--- src/rtl/best_match_tracker.sv ---
// -----------------------------------------------------------------------------
// best_match_tracker
//
// Consumes one signed correlation sum per candidate offset of a raster-ordered
// SEARCH_W x SEARCH_H search window and keeps the candidate whose absolute sum
// is smallest. The earliest candidate in raster order wins a tie. When the last
// candidate has been compared, the winning offset and its cost are presented
// through a valid/ready handshake. The outputs stay frozen until the result is
// taken.
//
// Optional feature macro: BEST_MATCH_SECOND_BEST_EN
//   When this macro is defined, the block also tracks the second-smallest cost
//   and drives it on second_cost.
//
// Parameters
//   SUM_W     width of the signed input sum
//   SEARCH_W  number of candidate x offsets (>= 2)
//   SEARCH_H  number of candidate y offsets (>= 2)
//   X_W, Y_W  derived index widths
//
// Ports
//   clk, rst       clock; asynchronous active-high reset
//   enable         global stall. Low freezes every register.
//   start          begins a search; honoured only when idle
//   sum_in         signed cost of the current candidate
//   sum_valid      sum_in is valid this cycle
//   busy           searching or holding a result
//   result_valid   result outputs are valid and stable
//   result_ready   downstream takes the result
//   best_x/best_y  index of the winning candidate
//   best_cost      |sum| of the winning candidate
//   second_cost    second-smallest cost (only with BEST_MATCH_SECOND_BEST_EN)
// -----------------------------------------------------------------------------
module best_match_tracker #(
    parameter int SUM_W    = 17,
    parameter int SEARCH_W = 8,
    parameter int SEARCH_H = 8,
    parameter int X_W      = $clog2(SEARCH_W),
    parameter int Y_W      = $clog2(SEARCH_H)
) (
    input  logic                    clk,
    input  logic                    rst,
    input  logic                    enable,
    input  logic                    start,
    input  logic signed [SUM_W-1:0] sum_in,
    input  logic                    sum_valid,
    output logic                    busy,
    output logic                    result_valid,
    input  logic                    result_ready,
    output logic [X_W-1:0]          best_x,
    output logic [Y_W-1:0]          best_y,
`ifdef BEST_MATCH_SECOND_BEST_EN
    output logic [SUM_W-1:0]        second_cost,
`endif
    output logic [SUM_W-1:0]        best_cost
);

    typedef enum logic [1:0] {
        ST_IDLE   = 2'd0,
        ST_SEARCH = 2'd1,
        ST_DONE   = 2'd2
    } state_t;

    localparam logic [SUM_W-1:0] COST_MAX = {SUM_W{1'b1}};
    localparam logic [X_W-1:0]   X_LAST   = X_W'(SEARCH_W - 1);
    localparam logic [Y_W-1:0]   Y_LAST   = Y_W'(SEARCH_H - 1);

    // The result is unsigned and has the same width as the input. This lets
    // the most negative input map to 2^(SUM_W-1) without wrapping.
    function automatic logic [SUM_W-1:0] abs_cost(input logic signed [SUM_W-1:0] v);
        logic [SUM_W-1:0] r;
        if (v[SUM_W-1]) begin
            r = ~v + {{(SUM_W-1){1'b0}}, 1'b1};
        end else begin
            r = v;
        end
        return r;
    endfunction

    state_t           state_q, state_d;
    logic [X_W-1:0]   cand_x_q, cand_x_d;
    logic [Y_W-1:0]   cand_y_q, cand_y_d;
    logic [X_W-1:0]   best_x_q, best_x_d;
    logic [Y_W-1:0]   best_y_q, best_y_d;
    logic [SUM_W-1:0] best_cost_q, best_cost_d;
    logic             busy_q, busy_d;
    logic             result_valid_q, result_valid_d;
`ifdef BEST_MATCH_SECOND_BEST_EN
    logic [SUM_W-1:0] second_cost_q, second_cost_d;
`endif
    logic [SUM_W-1:0] cost_s;
    logic             last_cand_s;

    // Per-candidate cost and detection of the final raster position.
    always_comb begin
        cost_s      = abs_cost(sum_in);
        last_cand_s = (cand_x_q == X_LAST) && (cand_y_q == Y_LAST);
    end

    // Next-state logic for the control FSM, the candidate counters and the result.
    always_comb begin
        state_d        = state_q;
        cand_x_d       = cand_x_q;
        cand_y_d       = cand_y_q;
        best_x_d       = best_x_q;
        best_y_d       = best_y_q;
        best_cost_d    = best_cost_q;
        busy_d         = busy_q;
        result_valid_d = result_valid_q;
`ifdef BEST_MATCH_SECOND_BEST_EN
        second_cost_d  = second_cost_q;
`endif
        if (enable) begin
            case (state_q)
                ST_IDLE: begin
                    if (start) begin
                        state_d     = ST_SEARCH;
                        busy_d      = 1'b1;
                        cand_x_d    = {X_W{1'b0}};
                        cand_y_d    = {Y_W{1'b0}};
                        best_x_d    = {X_W{1'b0}};
                        best_y_d    = {Y_W{1'b0}};
                        best_cost_d = COST_MAX;
`ifdef BEST_MATCH_SECOND_BEST_EN
                        second_cost_d = COST_MAX;
`endif
                    end else begin
                        state_d = ST_IDLE;
                    end
                end
                ST_SEARCH: begin
                    if (sum_valid) begin
                        // The comparison is strict, so on a tie the earlier candidate is kept.
                        if (cost_s < best_cost_q) begin
                            best_cost_d = cost_s;
                            best_x_d    = cand_x_q;
                            best_y_d    = cand_y_q;
`ifdef BEST_MATCH_SECOND_BEST_EN
                            second_cost_d = best_cost_q;
`endif
                        end else begin
`ifdef BEST_MATCH_SECOND_BEST_EN
                            // An equal cost that lost the tie can still become second best.
                            if (cost_s < second_cost_q) begin
                                second_cost_d = cost_s;
                            end else begin
                                second_cost_d = second_cost_q;
                            end
`else
                            best_cost_d = best_cost_q;
`endif
                        end
                        if (last_cand_s) begin
                            state_d        = ST_DONE;
                            result_valid_d = 1'b1;
                            cand_x_d       = {X_W{1'b0}};
                            cand_y_d       = {Y_W{1'b0}};
                        end else if (cand_x_q == X_LAST) begin
                            cand_x_d = {X_W{1'b0}};
                            cand_y_d = cand_y_q + {{(Y_W-1){1'b0}}, 1'b1};
                        end else begin
                            cand_x_d = cand_x_q + {{(X_W-1){1'b0}}, 1'b1};
                        end
                    end else begin
                        state_d = ST_SEARCH;
                    end
                end
                ST_DONE: begin
                    if (result_valid_q && result_ready) begin
                        state_d        = ST_IDLE;
                        result_valid_d = 1'b0;
                        busy_d         = 1'b0;
                    end else begin
                        state_d = ST_DONE;
                    end
                end
                default: begin
                    state_d        = ST_IDLE;
                    busy_d         = 1'b0;
                    result_valid_d = 1'b0;
                end
            endcase
        end else begin
            state_d = state_q;
        end
    end

    // State registers. rst discards any search in progress or result waiting.
    always_ff @(posedge clk or posedge rst) begin
        if (rst) begin
            state_q        <= ST_IDLE;
            cand_x_q       <= {X_W{1'b0}};
            cand_y_q       <= {Y_W{1'b0}};
            best_x_q       <= {X_W{1'b0}};
            best_y_q       <= {Y_W{1'b0}};
            best_cost_q    <= COST_MAX;
            busy_q         <= 1'b0;
            result_valid_q <= 1'b0;
`ifdef BEST_MATCH_SECOND_BEST_EN
            second_cost_q  <= COST_MAX;
`endif
        end else begin
            state_q        <= state_d;
            cand_x_q       <= cand_x_d;
            cand_y_q       <= cand_y_d;
            best_x_q       <= best_x_d;
            best_y_q       <= best_y_d;
            best_cost_q    <= best_cost_d;
            busy_q         <= busy_d;
            result_valid_q <= result_valid_d;
`ifdef BEST_MATCH_SECOND_BEST_EN
            second_cost_q  <= second_cost_d;
`endif
        end
    end

    assign busy         = busy_q;
    assign result_valid = result_valid_q;
    assign best_x       = best_x_q;
    assign best_y       = best_y_q;
    assign best_cost    = best_cost_q;
`ifdef BEST_MATCH_SECOND_BEST_EN
    assign second_cost  = second_cost_q;
`endif

endmodule

--- config.mk ---
export PLATFORM = sky130hd
export DESIGN_NAME = best_match_tracker
export DESIGN_NICKNAME = d
export VERILOG_FILES = /design/src/rtl/best_match_tracker.sv
export SDC_FILE = /design/constraint.sdc
export NUM_CORES = 1
export LEC_CHECK = 0
export BUFFER_PORTS_ARGS = -buffer_cell sky130_fd_sc_hd__buf_4
export CORE_UTILIZATION = 54
export CTS_CLUSTER_SIZE = 40
export DETAILED_ROUTE_END_ITERATION = 10
export PLACE_DENSITY = 0.79
export SLEW_MARGIN = 20
export SYNTH_ARGS = -nofsm -noshare
export SYNTH_HDL_FRONTEND = slang
export SYNTH_SLANG_ARGS = --single-unit
--- constraint.sdc ---
create_clock -name clk -period 4.8 [get_ports clk]
set_input_delay 0.24 -clock clk [delete_from_list [all_inputs] [get_ports clk]]
set_output_delay 0.24 -clock clk [all_outputs]
set_load 0.01 [all_outputs]
==> results of run 1 <==
through the flow:
step,total power [mW],instance area [um2],utilization (%)
after floorplan,0.925,2330,-
after global placement,1.18,2740,67.1
after detailed placement,1.20,2740,67.1
after CTS,1.41,2830,69.1
after global routing,1.51,2830,69.1
final,1.40,2830,69.1
state kept, by name, summed over array words and instances, names as in the netlist:
| signal | cells |
|---|---|
| best_cost | 17 |
| best_x | 3 |
| best_y | 3 |
| busy | 1 |
| cand_x_q | 3 |
| cand_y_q | 3 |
| result_valid | 1 |
| state_q | 2 |
power groups by stage:
stage | registers, mW | clock network, mW | logic (mW)
6_report | 0.539 | 0.209 | 0.656
5_1_grt | 0.553 | 0.224 | 0.736
4_1_cts | 0.540 | 0.209 | 0.660
3_5_place_dp | 0.543 | 0 | 0.654
3_3_place_gp | 0.540 | 0 | 0.636
2_1_floorplan | 0.577 | 0 | 0.348
final timing paths:
path                              start            end  slack [ns]  cells after the start
max in group asynchronous           rst  best_cost[12]        4.43                      3
setup reg to reg           best_cost[8]   best_cost[4]        2.42                      8
hold / removal                      rst      best_y[1]        0.04                      3
hold reg to reg             cand_y_q[2]    cand_y_q[2]        0.53                      2
min in group clk                 enable     state_q[0]        0.17                      2
setup / recovery              sum_in[5]   best_cost[4]        1.60                     14
synthesized netlist by cell type (2+ instances only):
cell type and n:
dfrtp_1 16, o21ai_0 16, nor3_1 14, buf_2 5
a21oi_1 9, a32oi_1 12, dfstp_2 17, inv_1 22
xor2_1 2, nand2b_1 5, a21o_1 2, nand4_1 2
a31oi_1 2, nor2b_1 3, mux2i_1 10, nand2_1 34
nor2_1 17, o31ai_1 2, xnor2_1 12, clkbuf_1 3
and3_1 2, ha_1 21, nand3_1 7
routing by layer:
layer  wire length, um  GRT usage (%)
met5                 0              0
met4                68           10.6
met3               236           4.73
met2              2400           38.6
met1              2490           33.2
worst max-delay path: cells and delay by family:
family | cells | cell delay [ns]
simple gates | 6 | 1.43
compound gates | 3 | 0.86
buf+inv | 3 | 0.38
fa+ha+maj | 1 | 0.28
xor+xnor | 1 | 0.18
cells by family (layout without fill, tap and decap cells):
family	Yosys count	in the layout	share of synthesized area, %
buffers and inverters	31	82	5.41
and+or+nand+nor	92	92	19.8
xor gates and xnor gates	14	14	5.25
DFF	33	33	36.3
adders and majority gates	21	21	11.3
AOI/OAI and AO/OA	55	55	17.3
muxes	11	11	4.77
layout make-up:
cell class	count	area [um2]	share of cell area, %
Tap cell	50	62.6	2.21
Clock buffer	7	76.3	2.70
Clock inverter	1	5.00	0.177
Timing Repair Buffer	52	390	13.8
Multi-Input combinational cell	193	1360	48.2
Sequential cell	33	847	30.0
Inverter	22	82.6	2.92
==> impl_metrics.toml, run 1 <==
[outcome]
status = "completed"

[synthesis]
yosysWarningCount = 0
yosysSeqAreaShare_pct = 36.3
synth_seq_cells = 33
synth_top_cell_area_share_pct = 19.1
ys_async_sr_fraction_pct = 100
ys_types = 45
synth-edff-count = 0
syn_inst = 257
yosys_most_used_dff = "dfstp_2"
mappedNetlistArea_um2 = 2330
synth_area_leaders = "dfstp_2 19%, dfrtp_1 17%, ha_1 11%, nand2_1 5.5%, a32oi_1 4.5%"
avgSynthCellArea_um2 = 9.08
synth_top_area_cell = "dfstp_2"
syn_nets = 301

[global_route]
grt.total_usage_pct = 24.8
grt_pass1_vias = 1899
grt_first_pass_wirelength_mm = 8.45
grt_max_degree = 34
grt.overflow.total = 0
antenna_found_initial = 0

[drt]
route.final.wire_length_mm = 5.19
vias = 2033
drc = 0
first_iter_violations = 101
first_pass_iters = 4
avgRoutedWirePerCell_um = 14.5
ant_nets = 0
via_per_inst = 5.68

[clock_tree]
cts-root-buf = "clkbuf_8"
clk_path_buf_depth = 2
clock_latency_ns = 0.29
cts_setup_buffers = 0
cts_inserted_buffers = 5
tritoncts = "built"
cts_max_level = 2
ctsResizeCount = 0
clock-sinks = 33
hold_buffers = 0
cts.clk_slew.worst_paths_ns = 0.07

[final_layout]
diodes = 0
layout_common_cells = "52 x buf_4, 34 x nand2_1, 22 x inv_1"
final_nets = 351
nFillCells = 349
drive_gt1_share_pct = 27.9
syn_to_final_growth_pct = 21.0
mostFrequentLayoutCell = "buf_4"
final_cells = 358

[critical_path]
crit_fanout = 14
crit_arrival_ns = 3.39
critPathLaunchType = "primary input"
cp_cell_sequence = "buf_4 -> nor4_2 -> nand3b_2 -> or3_2 -> nand2_1 -> xor2_1 -> inv_1 -> ha_1 -> and3_1 -> a221o_1 -> o31ai_4 -> nand2b_1 -> buf_4 -> a32oi_1"
cp_slowest_stage_delay_ns = 0.51
setup.worst_path.end_class = "flip-flop"
crit_required_ns = 4.99
crit_type = "primary input to flip-flop"
cpMostUsedCell = "buf_4"
slowest_stage = "or3_2"

[sta]
min_period_ns = 3.20
fin_crit_sh_pct = 66.6
hold_viol = 0
fin_tns_setup_ns = 0
finClkSkew_ns = 0.00946
worst_pin_slew_ns = 0.722
slew_violations = 0
rsz0062_at_grt = "no"
whs_ns = 0.0416
timing.fmax_mhz = 313
setup_ws_ns = 1.60
finalSetupViolations = 0
relSlewSlack_pct = 51.7

[floorplan]
die_area_um2 = 4590
die_w_um = 67.8
core-area_um2 = 4090
io-pin-count = 48
rows = 23
start_util_pct = 57.1
die_y_um = 67.8

[power_and_ir_drop]
power_frac_clock_pct = 14.9
p_int_uw = 875
comb_power_share_pct = 46.7
powerDensity_nw_per_um2 = 497
power_leakage_nw = 1.40
ir_drop_mv = 0.238
switching_share_pct = 37.7
seq_power_share_pct = 38.4
power_switching_uw = 529

[min_path]
holdCritPathClass = "primary input to async pin"

[place]
place_inst = 350
io_buffer_count = 47
dp_hpwl_mm = 3.86
place_congestion = 0.791
dp_slack_ns = 1.31

[flow_run]
max-cap-violations = 0
No activity file was read; power rests on OpenSTA's default activity.
==> run 2, diff against run 1 <==
Clock period 4.8 ns to 3.2 ns, I/O delays scaled along.
==> run 2 against run 1 <==
Against the previous run:
- non-clock buffer count up 4
- sequential cell count is the same
- largest cell class unchanged
- design area up 2.1%
- hold slack improved by 0.041 ns
- via count increased by 0.89%
- die area unchanged
==> impl_metrics.toml, run 2 (synthesized netlist as in run 1, its figures left out) <==
[power_and_ir_drop]
ir_drop_mv = 0.318
powerDensity_nw_per_um2 = 747
power_leakage_nw = 1.43

[critical_path]
crit_fanout = 8
setup.worst_path.end_class = "flip-flop"
crit_arrival_ns = 3.15
slowest_stage = "or4_4"
cpMostUsedCell = "buf_4"
cp_slowest_stage_delay_ns = 0.53
crit_type = "primary input to flip-flop"
critPathLaunchType = "primary input"
crit_required_ns = 3.39
cp_cell_sequence = "buf_4 -> or4_4 -> or3_2 -> nand2_1 -> xor2_1 -> inv_1 -> ha_1 -> and3_1 -> a221o_1 -> o31ai_4 -> nand2b_1 -> buf_4 -> a32oi_1"

[floorplan]
io-pin-count = 48
die_y_um = 67.8
core-area_um2 = 4090
die_area_um2 = 4590
die_w_um = 67.8
rows = 23
start_util_pct = 57.1

[clock_tree]
cts-root-buf = "clkbuf_8"
ctsResizeCount = 0
cts_setup_buffers = 0
tritoncts = "built"
clock-sinks = 33
cts_max_level = 2
cts_inserted_buffers = 5
cts.clk_slew.worst_paths_ns = 0.07
clk_path_buf_depth = 2
hold_buffers = 0
clock_latency_ns = 0.29

[sta]
fin_crit_sh_pct = 92.5
worst_pin_slew_ns = 0.930
slew_violations = 0
relSlewSlack_pct = 37.9
fin_tns_setup_ns = 0
finClkSkew_ns = 0.0114
finalSetupViolations = 0
min_period_ns = 2.96
whs_ns = 0.0830
setup_ws_ns = 0.241
timing.fmax_mhz = 338
rsz0062_at_grt = "no"
hold_viol = 0

[drt]
vias = 2051
first_iter_violations = 113
avgRoutedWirePerCell_um = 14.5
first_pass_iters = 4
via_per_inst = 5.67
drc = 0
ant_nets = 0
route.final.wire_length_mm = 5.24

[final_layout]
final_nets = 355
multiInputGateArea_um2 = 1370
layout_common_cells = "56 x buf_4, 34 x nand2_1, 22 x inv_1"
nFillCells = 346
mostFrequentLayoutCell = "buf_4"
diodes = 0
area.sequential_um2 = 847
final_cells = 362
largest_register_ffs = 17
syn_to_final_growth_pct = 23.5
drive_gt1_share_pct = 29.5

[place]
place_inst = 354
place_congestion = 0.803
dp_hpwl_mm = 3.96
dp_slack_ns = -0.0525
io_buffer_count = 47

[global_route]
grt.total_usage_pct = 25.2
antenna_found_initial = 0
grt_pass1_vias = 1912
grt_first_pass_wirelength_mm = 8.50
grt_max_degree = 25
grt.overflow.total = 0

[outcome]
status = "completed"

[min_path]
holdCritPathClass = "primary input to async pin"

[flow_run]
max-cap-violations = 0
-- run 2: final timing paths --
kind	startpoint	end	slack, ns	cells past startpoint
worst min register to register	best_cost[1]	best_cost[1]	0.53	2
max in group asynchronous	rst	best_cost[12]	2.35	3
min in group clk	enable	state_q[0]	0.09	2
worst max-delay path	sum_in[9]	best_cost[16]	0.24	13
worst min-delay path	rst	best_x[0]	0.08	2
worst max register to register	best_cost[8]	best_cost[16]	0.88	8
-- run 2: worst max-delay path: cells and delay by family --
kind / cells / cell delay [ns]
adder cells (fa/ha/maj): 1 / 0.28
XOR/XNOR: 1 / 0.18
buffers and inverters: 3 / 0.37
AND/OR/NAND/NOR: 5 / 1.36
AO/OA/AOI/OAI: 3 / 0.80
-- run 2: through the flow --
| stage | utilization [%] | power (mW) | cell area, um2 |
|---|---|---|---|
| after floorplan | - | 1.39 | 2340 |
| after global placement | 68.1 | 1.77 | 2780 |
| after detailed placement | 68.1 | 1.81 | 2780 |
| after CTS | 70.6 | 2.17 | 2880 |
| after global routing | 70.6 | 2.33 | 2880 |
| final | 70.6 | 2.15 | 2880 |
-- run 2: cell type report --
| type | instances | share of cell area, % |
|---|---|---|
| repair buffers | 56 | 14.6 |
| clock inverters | 1 | 0.174 |
| clock buffers | 7 | 3.34 |
| inverters | 22 | 2.86 |
| flip-flops and latches | 33 | 29.4 |
| multi-input cells | 193 | 47.5 |
| well taps | 50 | 2.17 |
-- run 2: power by group --
| part | internal, mW | switching (mW) |
|---|---|---|
| registers | 0.677 | 0.133 |
| logic | 0.488 | 0.505 |
| clock network | 0.194 | 0.156 |
-- run 2: layer usage --
layer / part of all wire, % / vias to the layer above / routed length, um / GRT usage, %
li1: - / 1021 / - / -
met4: 1.4 / 0 / 74 / 9.84
met2: 46 / 68 / 2400 / 38.7
met3: 5.4 / 6 / 281 / 5.41
met5: 0 / - / 0 / 0
met1: 47 / 956 / 2480 / 34.2
